[src/rtl/divisor_pkg.sv]
// Shared types and constants for the multi-channel clock divider.
package divisor_pkg;

  typedef enum logic {
    TOGGLE = 1'b0,
    PULSE  = 1'b1
  } mode_t;

  localparam int DEFAULT_DIV = 10000000;

endpackage

[src/rtl/divisor_canal.sv]
// One divider channel: counter, active/shadow settings, pending flag and registered outputs.
// Shadow settings move to the active registers only on a wrap or while disabled.
module divisor_canal
  import divisor_pkg::*;
#(
  parameter int WIDTH   = 27,
  parameter int DEF_DIV = DEFAULT_DIV
) (
  input  logic             CLOCKIN,
  input  logic             RESET,
  input  logic             enable,
  input  logic             wr,
  input  logic [WIDTH-1:0] wr_div,
  input  mode_t            wr_mode,
  output logic             pending,
  output logic             CLOCKOUT,
  output logic             TICK
);

  logic [WIDTH-1:0] cnt;
  logic [WIDTH-1:0] div_act;
  logic [WIDTH-1:0] div_sh;
  logic [WIDTH-1:0] last;
  mode_t            mode_act;
  mode_t            mode_sh;
  logic             wrap;

  // Divisors 0 and 1 both give a wrap on every enabled cycle.
  always_comb begin
    last = (div_act > WIDTH'(1)) ? div_act - WIDTH'(1) : '0;
    wrap = enable && (cnt == last);
  end

  always_ff @(posedge CLOCKIN) begin
    if (!RESET) begin
      cnt      <= '0;
      div_act  <= WIDTH'(DEF_DIV);
      div_sh   <= WIDTH'(DEF_DIV);
      mode_act <= TOGGLE;
      mode_sh  <= TOGGLE;
      pending  <= 1'b0;
      CLOCKOUT <= 1'b0;
      TICK     <= 1'b0;
    end else begin
      if (!enable) begin
        cnt      <= '0;
        CLOCKOUT <= 1'b0;
        TICK     <= 1'b0;
      end else if (wrap) begin
        cnt      <= '0;
        TICK     <= 1'b1;
        CLOCKOUT <= (mode_act == TOGGLE) ? ~CLOCKOUT : 1'b0;
      end else begin
        cnt  <= cnt + WIDTH'(1);
        TICK <= 1'b0;
      end

      // A write is only accepted while nothing is pending, so it never collides with an apply.
      if (pending && (!enable || wrap)) begin
        div_act  <= div_sh;
        mode_act <= mode_sh;
        pending  <= 1'b0;
        if (mode_sh == PULSE) begin
          CLOCKOUT <= 1'b0;
        end
      end else if (wr) begin
        div_sh  <= wr_div;
        mode_sh <= wr_mode;
        pending <= 1'b1;
      end
    end
  end

endmodule

[src/rtl/divisor_multicanal.sv]
// NUM_CH independent glitch-free clock dividers sharing one valid/ready configuration port.
module divisor_multicanal #(
  parameter int NUM_CH      = 4,
  parameter int WIDTH       = 27,
  parameter int DEFAULT_DIV = divisor_pkg::DEFAULT_DIV,
  localparam int CHW        = (NUM_CH > 1) ? $clog2(NUM_CH) : 1
) (
  input  logic              CLOCKIN,
  input  logic              RESET,
  input  logic              cfg_valid,
  output logic              cfg_ready,
  input  logic [CHW-1:0]    cfg_ch,
  input  logic [WIDTH-1:0]  cfg_div,
  input  logic              cfg_mode,
  input  logic [NUM_CH-1:0] ch_enable,
  output logic [NUM_CH-1:0] CLOCKOUT,
  output logic [NUM_CH-1:0] TICK
);

  import divisor_pkg::*;

  logic [NUM_CH-1:0] pending;
  logic [NUM_CH-1:0] wr_stb;

  // Out-of-range channel numbers always look ready so the write is swallowed.
  always_comb begin
    cfg_ready = 1'b1;
    for (int i = 0; i < NUM_CH; i++) begin
      if (int'(cfg_ch) == i) begin
        cfg_ready = ~pending[i];
      end
    end
  end

  for (genvar g = 0; g < NUM_CH; g++) begin : g_ch
    assign wr_stb[g] = cfg_valid && cfg_ready && (int'(cfg_ch) == g);

    divisor_canal #(
      .WIDTH   (WIDTH),
      .DEF_DIV (DEFAULT_DIV)
    ) u_canal (
      .CLOCKIN  (CLOCKIN),
      .RESET    (RESET),
      .enable   (ch_enable[g]),
      .wr       (wr_stb[g]),
      .wr_div   (cfg_div),
      .wr_mode  (mode_t'(cfg_mode)),
      .pending  (pending[g]),
      .CLOCKOUT (CLOCKOUT[g]),
      .TICK     (TICK[g])
    );
  end

endmodule

[config.mk]
export PLATFORM = sky130hd
export DESIGN_NAME = divisor_multicanal
export DESIGN_NICKNAME = d
export VERILOG_FILES = /design/src/rtl/divisor_pkg.sv /design/src/rtl/divisor_canal.sv /design/src/rtl/divisor_multicanal.sv
export SDC_FILE = /design/constraint.sdc
export NUM_CORES = 1
export LEC_CHECK = 0
export CAP_MARGIN = 25
export CORE_UTILIZATION = 45
export DETAILED_ROUTE_END_ITERATION = 8
export HOLD_SLACK_MARGIN = 0.03
export MAX_ROUTING_LAYER = met4
export PLACE_DENSITY_LB_ADDON = 0.05
export SLEW_MARGIN = 20
export SYNTH_ARGS = -nofsm -noshare
export SYNTH_HDL_FRONTEND = slang
export SYNTH_HIERARCHICAL = 1
export SYNTH_SLANG_ARGS = --single-unit
[constraint.sdc]
create_clock -name CLOCKIN -period 7.7 [get_ports CLOCKIN]
set_input_delay 1.54 -clock CLOCKIN [delete_from_list [all_inputs] [get_ports CLOCKIN]]
set_output_delay 1.54 -clock CLOCKIN [all_outputs]
set_load 0.05 [all_outputs]
==> results.py, run 1 <==
metrics = {
    "outcome": {
        "status": "finished clean",
    },
    "synth": {
        "seq_area_frac_synth": 0.3520,
        "synth_edf_count": 0,
        "avgSynthCellArea_um2": 8.558,
        "async_reset_ff_frac": 0,
        "syn-num-nets": 2335,
        "syn-cell-area_um2": 19560,
        "yosysWarnings": 6,
        "synthFlopType": "dfxtp_1",
        "ys_seq_elements": 344,
        "synth.distinct_cells": 90,
        "netlist_instances": 2286,
    },
    "floorplanning": {
        "coreArea_um2": 42980,
        "die_x_um": 210.5,
        "die_h_um": 210.5,
        "dieArea_um2": 44310,
        "io_pins": 46,
        "rows": 76,
        "initial_core_util": 0.4552,
    },
    "route": {
        "routed_wl_mm": 53.91,
        "drt_iter0_markers": 1025,
        "dr.pass1.iters": 7,
        "postRouteAntennaNets": 0,
        "vias": 16320,
        "post_drt_wl_per_cell_um": 18.86,
        "drc": 0,
        "drt-vias-per-instance": 5.711,
    },
    "place": {
        "dp_hpwl_mm": 38.42,
        "io_buffers": 45,
        "dpl_cell_area_um2": 20200,
        "gp_congestion": 0.9223,
    },
    "grt": {
        "grt_pass1_vias": 15190,
        "overflow": 0,
        "grt_antenna_before_repair": 2,
        "grt_pass1_wl_mm": 85.27,
        "grt.total_usage": 0.2498,
        "grt_max_degree": 103,
    },
    "cts": {
        "clk_path_buf_depth": 3,
        "cts_post_setup_buffers_inserted": 0,
        "numCtsBuffers": 39,
        "clockRootBuffer": "clkbuf_16",
        "ctsHtreeMaxLevel": 2,
        "cts_tree": "yes",
        "cts_resized": 0,
        "clkLatencyLatePin_ns": 0.57,
        "hold_buffers": 0,
        "path_clk_slew_ns": 0.06,
        "clock-sinks": 344,
    },
    "worst_setup_path": {
        "timing.rr.end": "g_ch[2].u_canal/div_act[24]$_SDFFE_PN0P_",
        "critPathKind": "in2out",
        "slowest_delay_ns": 0.79,
        "cp-endpoint": "cfg_ready",
        "critPathLaunch": "cfg_ch[0]",
        "cp_top_family": "buffers and inverters",
        "required_ns": 6.16,
        "cp_slowest_cell": "clkdlybuf4s50_1",
        "path_common_cell": "clkdlybuf4s50_1",
        "rr_worst_depth": 11,
        "r2r-start": "g_ch[2].u_canal/div_act[0]$_SDFFE_PN0P_",
        "crit_cells": 4,
        "r2r_setup_slack_ns": 3.16,
        "cp.arrival_ns": 3.45,
        "critPathBufInv": 3,
        "start_kind": "input pin",
        "setup.worst_path.end_class": "output pin",
        "critPathMaxFanout": 5,
        "crit_chain": "clkdlybuf4s50_1 > mux4_2 > inv_1 > clkdlybuf4s50_1",
    },
    "timing": {
        "grt_setup_unrepaired": "false",
        "holdWs_ns": 0.4402,
        "period_share": 0.6485,
        "hold_viol_final": 0,
        "skew_ns": 0.01980,
        "max_freq_ghz": 0.2003,
        "finalSetupTns_ns": 0,
        "worstMarginPinSlew_ns": 1.035,
        "period_needed_ns": 4.994,
        "slew-limit-headroom": 0.3103,
        "setup_violations": 0,
        "slew_viol_final": 0,
    },
    "final_layout": {
        "syn_to_final_growth_pct": 9.734,
        "seqCellArea_um2": 6887,
        "mostFrequentLayoutCell": "dfxtp_1",
        "nFillCells": 4185,
        "layout_common_cells": "dfxtp_1, nand2_1, mux2i_1",
        "fin_util": 0.4995,
        "fin_area_um2": 21470,
        "nNetsFinal": 2292,
        "drive_above_1_share": 0.07086,
        "multi_input_area_um2": 11870,
    },
    "min_path": {
        "hold_class": "reg2reg",
    },
    "pwr": {
        "peakVddDrop_mv": 0.1816,
        "p_per_area_nw_per_um2": 181.2,
        "p_leak_uw": 0.007440,
        "totalPowerFinal_uw": 3889,
    },
    "job": {
        "drv_cap": 0,
    },
}
worst reg2reg max path: cells and delay by family (launching register included):
| family | cells | cell delay, ns |
|---|---|---|
| AND/OR/NAND/NOR | 6 | 2.59 |
| AO/OA/AOI/OAI | 2 | 0.92 |
| flip-flops | 1 | 0.39 |
| multiplexers | 1 | 0.28 |
| adder cells (fa/ha/maj) | 1 | 0.19 |
| buffers and inverters | 1 | 0.09 |
routing by layer:
layer  vias up  wire [um]  global-route usage  share of wire
li1       8067          -                   -              -
met1      7891      26580              0.3474           0.49
met2       293      24240              0.3842           0.45
met3        70       2042             0.02831          0.038
met4         0       1055             0.06522          0.020
met5         -          0                   -              0
registers in the layout (all words and copies together) (netlist names):
register	count
g_ch.u_canal/TICK	4
g_ch.u_canal/mode_act	4
g_ch.u_canal/pending	4
g_ch.u_canal/div_sh	108
g_ch.u_canal/div_act	108
g_ch.u_canal/CLOCKOUT	4
g_ch.u_canal/mode_sh	4
g_ch.u_canal/cnt	108
worst min path at each step:
stage	slack (ns)	endpoint	start	depth (start not counted)
6_report	0.44	g_ch[3].u_canal/div_act[25]$_SDFFE_PN0P_	g_ch[3].u_canal/div_sh[25]$_SDFFE_PN0P_	2
5_1_grt	0.47	g_ch[3].u_canal/div_act[25]$_SDFFE_PN0P_	g_ch[3].u_canal/div_sh[25]$_SDFFE_PN0P_	2
4_1_cts	0.44	g_ch[3].u_canal/div_act[25]$_SDFFE_PN0P_	g_ch[3].u_canal/div_sh[25]$_SDFFE_PN0P_	2
3_5_place_dp	0.45	g_ch[3].u_canal/div_act[13]$_SDFFE_PN0P_	g_ch[3].u_canal/div_sh[13]$_SDFFE_PN0P_	2
3_3_place_gp	0.44	g_ch[0].u_canal/mode_act$_SDFFE_PN0P_	g_ch[0].u_canal/mode_act$_SDFFE_PN0P_	2
2_1_floorplan	0.43	g_ch[0].u_canal/CLOCKOUT$_SDFF_PN0_	g_ch[0].u_canal/mode_sh$_SDFFE_PN0P_	1
power by group:
| group | switching (uW) | internal (uW) | leakage, uW | total (uW) |
|---|---|---|---|---|
| Sequential | 21.0 | 1810 | 0.00278 | 1830 |
| Combinational | 131 | 82.8 | 0.00403 | 213 |
| Clock | 768 | 1080 | 0.000625 | 1850 |
| Total | 919 | 2970 | 0.00744 | 3890 |
cells in the mapped netlist (12+ instances only):
master | count | area (um2)
dfxtp_1 | 344 | 6887
nand2_1 | 303 | 1137
mux2i_1 | 203 | 2032
nor2_1 | 202 | 758.2
xnor2_1 | 120 | 1051
clkbuf_1 | 86 | 322.8
nor2b_1 | 86 | 538.0
nand3_1 | 83 | 415.4
xor2_1 | 73 | 639.4
nor3_1 | 56 | 280.3
and3_1 | 41 | 256.5
nand4_1 | 41 | 256.5
o21ai_0 | 39 | 195.2
inv_1 | 38 | 142.6
nor4_1 | 37 | 231.5
a21oi_1 | 32 | 160.2
buf_2 | 31 | 155.2
o31ai_1 | 31 | 232.7
or4_1 | 29 | 217.7
nor3b_1 | 23 | 172.7
o2bb2ai_1 | 23 | 201.4
or3_1 | 23 | 143.9
and2_1 | 18 | 112.6
a211oi_1 | 17 | 127.6
a31oi_1 | 17 | 106.4
a211o_1 | 16 | 140.1
a21boi_0 | 14 | 105.1
buf_6 | 14 | 157.7
nor4_2 | 14 | 175.2
ha_1 | 12 | 150.1
or2_2 | 12 | 75.07
layout make-up:
type / instances / share of cell area
Antenna cell: 1 / 0.0001166
Tap cell: 585 / 0.03409
Timing Repair Buffer: 59 / 0.02681
Clock buffer: 55 / 0.05199
Inverter: 38 / 0.006644
Sequential cell: 344 / 0.3208
Clock inverter: 15 / 0.006469
Multi-Input combinational cell: 1761 / 0.5531
cells by family after synthesis:
group | count (synthesis) | share of synthesized area
DFF | 344 | 0.3520
xor gates and xnor gates | 196 | 0.08986
adders and majority gates | 12 | 0.007674
buffers and inverters | 181 | 0.04362
AOI/OAI and AO/OA | 303 | 0.1155
and+or+nand+nor | 1045 | 0.2858
muxes | 205 | 0.1056
through the flow:
stage	instances	worst slack (ns)
finish	2858	2.706
global route	2857	2.664
CTS	2857	2.691
detailed placement	2787	2.696
global placement	2784	2.699
floorplan	2286	3.833
(Power assumes the default switching activity.)
==> run 2: changes to the inputs <==
==> constraint.sdc (replaced) <==
create_clock -name CLOCKIN -period 4.9 [get_ports CLOCKIN]
set_input_delay 0.98 -clock CLOCKIN [delete_from_list [all_inputs] [get_ports CLOCKIN]]
set_output_delay 0.98 -clock CLOCKIN [all_outputs]
set_load 0.05 [all_outputs]
==> run 2 against run 1 <==
Effect of this change: via count down 0.51%; largest power group unchanged; die area unchanged; highest routed layer unchanged; critical path type is now reg2reg; critical path depth up 8; setup slack worse by 1.9 ns.
==> results.py, run 2 (synthesis gave the netlist of run 1 again) <==
metrics = {
    "grt": {
        "grt_pass1_wl_mm": 84.50,
        "overflow": 0,
        "grt.total_usage": 0.2489,
        "grt_pass1_vias": 14960,
        "grt_antenna_before_repair": 3,
        "grt_max_degree": 135,
    },
    "timing": {
        "hold_viol_final": 0,
        "period_needed_ns": 4.075,
        "max_freq_ghz": 0.2454,
        "setup_violations": 0,
        "worstMarginPinSlew_ns": 0.9074,
        "finalSetupTns_ns": 0,
        "slew-limit-headroom": 0.3904,
        "grt_setup_unrepaired": "false",
        "skew_ns": 0.02419,
        "slew_viol_final": 0,
        "period_share": 0.8316,
    },
    "final_layout": {
        "largestRegisters": "g_ch.u_canal/cnt: 108 flops, g_ch.u_canal/div_act: 108 flops, g_ch.u_canal/div_sh: 108 flops",
        "nFillCells": 4191,
        "nNetsFinal": 2307,
        "syn_to_final_growth_pct": 10.41,
        "diodes": 0,
        "layout_common_cells": "dfxtp_1, nand2_1, mux2i_1",
        "drive_above_1_share": 0.07517,
        "mostFrequentLayoutCell": "dfxtp_1",
    },
    "floorplanning": {
        "io_pins": 46,
        "die_h_um": 210.5,
        "initial_core_util": 0.4552,
        "die_x_um": 210.5,
        "rows": 76,
        "dieArea_um2": 44310,
        "coreArea_um2": 42980,
    },
    "worst_setup_path": {
        "critPathKind": "reg2reg",
        "setup.worst_path.end_class": "register",
        "crit_chain": "inv_1 > ha_1 > nor3b_2 > nand4_1 > or4_1 > and3_1 > nor4_1 > o221ai_1 > nor4b_1 > buf_4 > a21o_1 > mux2i_1",
        "slowest_delay_ns": 0.56,
        "required_ns": 5.40,
        "critPathMaxFanout": 13,
        "rr_worst_depth": 12,
        "cp.arrival_ns": 4.57,
        "start_kind": "register",
        "cp_slowest_cell": "a21o_1",
    },
    "cts": {
        "clk_path_buf_depth": 3,
        "cts_tree": "yes",
        "ctsHtreeMaxLevel": 2,
        "numCtsBuffers": 40,
        "hold_buffers": 0,
        "clock-sinks": 344,
        "clockRootBuffer": "clkbuf_16",
        "cts_resized": 0,
        "clkLatencyLatePin_ns": 0.58,
        "path_clk_slew_ns": 0.06,
        "cts_post_setup_buffers_inserted": 0,
    },
    "min_path": {
        "holdPathStages": 2,
        "hold_class": "reg2reg",
    },
    "place": {
        "io_buffers": 45,
        "gp_congestion": 0.9264,
        "dp_hpwl_mm": 38.81,
    },
    "route": {
        "routed_wl_mm": 53.99,
        "drt_iter0_markers": 1106,
        "drc": 0,
        "dr.pass1.iters": 5,
        "drt-vias-per-instance": 5.652,
        "vias": 16240,
        "postRouteAntennaNets": 0,
        "post_drt_wl_per_cell_um": 18.79,
    },
    "pwr": {
        "totalPowerFinal_uw": 6187,
        "p_per_area_nw_per_um2": 286.4,
        "p_leak_uw": 0.007521,
        "peakVddDrop_mv": 0.2056,
    },
    "outcome": {
        "status": "finished clean",
    },
    "job": {
        "drv_cap": 0,
    },
}
## run 2: changes by cell type in the layout (fill, tap and decap cells not counted), moves of 2 or more
cell	before	now
clkbuf_1	8	13
clkbuf_16	39	41
buf_12	0	2
clkbuf_8	8	4
buf_4	11	26
buf_6	2	0
## run 2: routing by layer
metal | up-vias | GRT usage | share of wire
li1 | 8096 | - | -
met1 | 7730 | 0.3452 | 0.49
met2 | 339 | 0.3766 | 0.44
met3 | 72 | 0.03263 | 0.049
met4 | 0 | 0.07321 | 0.021
met5 | - | - | 0
## run 2: cell type report
type,instances,area (um2),share of cell area
Clock buffer,58,1130,0.05231
Clock inverter,14,152.6,0.007067
Inverter,38,142.6,0.006603
Multi-Input combinational cell,1761,11870,0.5494
Sequential cell,344,6887,0.3188
Tap cell,585,732.0,0.03389
Timing Repair Buffer,73,690.7,0.03197
## run 2: stage by stage
| stage | hold WS (ns) | area, um2 | util | setup WS [ns] | std cells |
|---|---|---|---|---|---|
| 2_1_floorplan | 0.4259 | 19560 | - | 1.413 | 2286 |
| 3_3_place_gp | 0.4434 | 20320 | 0.4727 | 0.8897 | 2801 |
| 3_5_place_dp | 0.4459 | 20320 | 0.4727 | 0.8574 | 2801 |
| 4_1_cts | 0.4560 | 21600 | 0.5026 | 0.8390 | 2873 |
| 5_1_grt | 0.4785 | 21600 | 0.5026 | 0.4160 | 2873 |
| 6_report | 0.4550 | 21600 | 0.5026 | 0.8254 | 2873 |
## run 2: worst paths after layout
kind                                                 from                                        to  slack [ns]
setup / recovery  g_ch[2].u_canal/div_act[0]$_SDFFE_PN0P_  g_ch[2].u_canal/div_act[26]$_SDFFE_PN0P_        0.83
hold / removal      g_ch[0].u_canal/mode_act$_SDFFE_PN0P_     g_ch[0].u_canal/mode_act$_SDFFE_PN0P_        0.46
setup reg to reg  g_ch[2].u_canal/div_act[0]$_SDFFE_PN0P_  g_ch[2].u_canal/div_act[26]$_SDFFE_PN0P_        0.83
hold reg to reg     g_ch[0].u_canal/mode_act$_SDFFE_PN0P_     g_ch[0].u_canal/mode_act$_SDFFE_PN0P_        0.46
## run 2: power by group
group / internal [uW] / switching [uW] / total [uW]
combinational: 132 / 206 / 338
sequential: 2840 / 34.0 / 2880
clock: 1760 / 1210 / 2970
total: 4730 / 1450 / 6190
## run 2: worst max-delay path, delay by kind of cell, from the launching register on
family | cells | cell delay (ns)
mux | 1 | 0.25
fa+ha+maj | 1 | 0.19
flops | 1 | 0.39
buf+inv | 2 | 0.29
simple gates | 6 | 2.07
compound gates | 2 | 0.80
